===== src/rtl/i2s_tx.sv =====
// I2S transmitter: divides clk_i down to sclk_o and serialises one buffered
// stereo sample pair per 64-slot frame, MSB first with the one-bit I2S delay.
module i2s_tx #(
  parameter int width_p     = 24,
  parameter int sclk_half_p = 2
) (
  input  logic               clk_i,
  input  logic               reset_i,
  input  logic               valid_i,
  output logic               ready_o,
  input  logic [width_p-1:0] left_i,
  input  logic [width_p-1:0] right_i,
  output logic               sclk_o,
  output logic               lrck_o,
  output logic               sdata_o,
  output logic               underrun_o
);

  localparam int              DW       = (sclk_half_p > 1) ? $clog2(sclk_half_p) : 1;
  localparam logic [DW-1:0]   DIV_LAST = DW'(sclk_half_p - 1);
  localparam int              IW       = $clog2(width_p);
  localparam logic [5:0]      W6       = 6'(width_p);

  logic [DW-1:0]      div_q;
  logic [5:0]         slot_q;
  logic [5:0]         slot_nx;
  logic [width_p-1:0] buf_l;
  logic [width_p-1:0] buf_r;
  logic [width_p-1:0] frm_l;
  logic [width_p-1:0] frm_r;
  logic               buf_full;
  logic               fall;
  logic               load;
  logic               accept;
  logic               bit_nx;
  logic [IW-1:0]      idx;

  assign fall    = sclk_o && (div_q == DIV_LAST);
  assign slot_nx = slot_q + 6'd1;
  assign load    = fall && (slot_nx == 6'd0);
  assign accept  = valid_i && !buf_full;
  assign ready_o = !buf_full;

  // Bit for the slot being entered; slot 0 and padding slots carry zero.
  always_comb begin
    bit_nx = 1'b0;
    idx    = '0;
    if (slot_nx != 6'd0 && slot_nx <= W6) begin
      idx    = IW'(W6 - slot_nx);
      bit_nx = frm_l[idx];
    end else if (slot_nx > 6'd32 && slot_nx <= 6'd32 + W6) begin
      idx    = IW'(W6 + 6'd32 - slot_nx);
      bit_nx = frm_r[idx];
    end
  end

  always_ff @(posedge clk_i) begin
    if (reset_i) begin
      div_q      <= '0;
      sclk_o     <= 1'b0;
      slot_q     <= 6'd63;
      lrck_o     <= 1'b1;
      sdata_o    <= 1'b0;
      frm_l      <= '0;
      frm_r      <= '0;
      buf_l      <= '0;
      buf_r      <= '0;
      buf_full   <= 1'b0;
      underrun_o <= 1'b0;
    end else begin
      if (div_q == DIV_LAST) begin
        div_q  <= '0;
        sclk_o <= ~sclk_o;
      end else begin
        div_q <= div_q + DW'(1);
      end

      underrun_o <= load && !buf_full;

      if (fall) begin
        slot_q  <= slot_nx;
        lrck_o  <= slot_nx[5];
        sdata_o <= bit_nx;
      end

      if (load) begin
        frm_l <= buf_full ? buf_l : '0;
        frm_r <= buf_full ? buf_r : '0;
      end

      // A sample accepted on the load edge is held for the following frame.
      if (accept) begin
        buf_l    <= left_i;
        buf_r    <= right_i;
        buf_full <= 1'b1;
      end else if (load) begin
        buf_full <= 1'b0;
      end
    end
  end

endmodule


===== config.mk =====
export PLATFORM = sky130hd
export DESIGN_NAME = i2s_tx
export DESIGN_NICKNAME = d
export VERILOG_FILES = /design/src/rtl/i2s_tx.sv
export SDC_FILE = /design/constraint.sdc
export NUM_CORES = 1
export LEC_CHECK = 0
export BUFFER_PORTS_ARGS = -buffer_cell sky130_fd_sc_hd__clkbuf_2
export CAP_MARGIN = 10
export CORE_MARGIN = 10
export CORE_UTILIZATION = 35
export DETAILED_ROUTE_END_ITERATION = 7
export SETUP_SLACK_MARGIN = 0.05
export SLEW_MARGIN = 20
export SYNTH_ARGS = -nofsm -noshare
export SYNTH_HDL_FRONTEND = slang
export SYNTH_SLANG_ARGS = --single-unit

===== constraint.sdc =====
create_clock -name clk_i -period 6.5 [get_ports clk_i]
set_input_delay 1.3 -clock clk_i [delete_from_list [all_inputs] [get_ports clk_i]]
set_output_delay 1.3 -clock clk_i [all_outputs]
set_load 0.02 [all_outputs]

==> flow_summary.ini <==
[die]
dieArea_sq_um = 17900
dieWidth_um = 134
start_util = 0.358
core_sq_um = 12700
ios = 56
dieHeight_um = 134
std_cell_rows = 41

[timing]
setup_tns_ps = 0
finalHoldWorstSlack_ps = 453
slew_viol_final = 0
period_minus_slack_ps = 3010
max_freq_ghz = 0.333
worst_slew_pin_slew_ps = 1050
grt_setup_unrepaired = false
fin_skew_ps = 7.49
setup_viol = 0
hold_viol = 0
slew_headroom = 0.298
layout_worst_path_cycle_share = 0.462
setup_slack_ps = 3490

[detailed_routing]
wirelength_um = 10200
wl_per_cell_um = 13.6
dr.pass1.iters = 4
drc = 0
drtIter0Drc = 207
dr_total_vias = 3778
ant_nets = 0
via_per_inst = 5.02

[power_and_ir_drop]
finalPower_mw = 1.44
p_per_area_nw_per_um2 = 278
power_leakage_nw = 1.91
ir_drop_uv = 142

[final_layout]
final_util = 0.410
drive_gt1_frac = 0.166
regArea_sq_um = 2140
final_area_sq_um = 5200
multi_input_area_sq_um = 2170
final_cells = 752
final_nets = 627
fillCellCount = 1283
n_antenna_cell = 0
syn2layout_area_growth_pct = 14.7

[synthesis]
yosys_warnings = 0
syn_area_sq_um = 4530
synth-async-reset-ratio = 0
synth_seq_cells = 107
yosysUniqueCellTypes = 48
synth_flop_cell = dfxtp_1
yosysSeqAreaShare = 0.472
synth_nets = 606
syn_avg_cell_area_sq_um = 8.18
synthCells = 554
synth_edf_count = 0

[worst_setup_path]
startpoint_type = flop
critPathMaxFanout = 17
crit_path_end_kind = flop
arrival_ps = 3250
crit_type = reg -> reg
critPathRequiredTime_ps = 6740

[grt]
grt-ovfl-total = 0
track_usage = 0.114
grt_max_degree = 110
grt_pass1_vias = 3706
grt_pass1_wl_um = 17300
antenna_found_initial = 0

[clocking]
cts_tree = built
cts_setup_buffers = 0
cts_num_sinks = 107
numCtsBuffers = 9
insertion_delay_ps = 340
path_clk_slew_ps = 70
cts-root-buf = clkbuf_16
ctsResizeCount = 0
clk_path_buf_depth = 2
htreeDepth = 3
cts_hold_buf = 0

[place]
place_ws_ps = 3470
port_buffers = 55
place_inst = 736
placed_area_sq_um = 4870
place_hpwl_um = 6910
gp_congestion = 0.810

[min_path]
min_path_type = reg -> reg

[job]
drv_cap = 0

[status]
status = finished clean
## registers in the layout (all words and copies together), names as in the netlist, 5 cells and up
signal  cells
buf_l      24
buf_r      24
frm_l      24
frm_r      24
slot_q      5
## where the power goes
group          internal, mW  switching, mW  total [mW]
Combinational        0.0595         0.0945       0.154
Clock                 0.340          0.248       0.589
Sequential            0.679         0.0222       0.701
Total                  1.08          0.365        1.44
## cell families after synthesis
family	synth area share
adders and majority gates	0.00276
AOI/OAI and AO/OA	0.147
muxes	0.0717
and+or+nand+nor	0.236
xor gates and xnor gates	0.0155
buffers and inverters	0.0544
DFF	0.472
## cell usage after synthesis (3+ instances only)
master / count / area [sq um]
nand2_1: 161 / 604
dfxtp_1: 107 / 2140
a21oi_1: 100 / 500
nand3_1: 54 / 270
clkbuf_1: 28 / 105
mux4_2: 11 / 248
nor2_1: 9 / 33.8
buf_2: 8 / 40.0
buf_1: 6 / 22.5
xnor2_1: 6 / 52.6
buf_4: 5 / 37.5
nand2b_1: 5 / 31.3
mux2i_1: 4 / 40.0
nor3_1: 4 / 20.0
inv_2: 3 / 11.3
o21ai_0: 3 / 15.0
## final cells by class
class / count / share of cell area
repair buffers: 59 / 0.0630
flip-flops and latches: 107 / 0.412
multi-input cells: 393 / 0.417
clock buffers: 9 / 0.0433
well taps: 172 / 0.0414
inverters: 5 / 0.00361
clock inverters: 7 / 0.0192
## worst max-delay path, cell delays in order (launching register included)
cell	delay [ps]
dfxtp_1	790
ha_1	610
or2_0	360
o211ai_2	180
a21boi_1	150
o211ai_1	250
o211ai_1	110
mux2_2	280
a21o_1	180
## path summary, 6_finish.rpt
path / from / to / slack (ps) / cells past startpoint
worst max-delay path: slot_q[0]$_SDFFE_PP1P_ / sdata_o$_SDFFE_PP0P_ / 3490 / 8
worst min-delay path: frm_r[20]$_SDFFE_PP0P_ / frm_r[20]$_SDFFE_PP0P_ / 450 / 2
worst max register to register: slot_q[0]$_SDFFE_PP1P_ / sdata_o$_SDFFE_PP0P_ / 3490 / 8
worst min register to register: frm_r[20]$_SDFFE_PP0P_ / frm_r[20]$_SDFFE_PP0P_ / 450 / 2
## layout by cell type (no fill, tap or decap), types with 2 or more instances in the layout
cell type | Yosys | layout
mux2i_1 | 4 | 4
buf_4 | 5 | 4
a41oi_1 | 2 | 2
nor2_1 | 9 | 9
a21oi_1 | 100 | 100
clkbuf_16 | 0 | 9
nand2b_1 | 5 | 5
inv_1 | 2 | 2
nand2_1 | 161 | 161
dfxtp_1 | 107 | 107
bufinv_16 | 0 | 2
nor3_1 | 4 | 4
o21ai_1 | 2 | 2
o211ai_1 | 2 | 2
xor2_1 | 2 | 2
a211o_1 | 2 | 2
nand3_1 | 54 | 54
o21ai_0 | 3 | 3
inv_2 | 3 | 3
xnor2_1 | 6 | 6
mux4_2 | 11 | 11
clkbuf_2 | 0 | 54
clkinvlp_4 | 0 | 2
## per-layer routing
metal	GRT usage	share of wire	up-vias
met1	0.146	0.47	1743
li1	-	-	1932
met5	0	0	-
met4	0.0339	0.0083	0
met2	0.178	0.46	95
met3	0.0373	0.055	8
No activity file was read; power rests on OpenSTA's default activity.
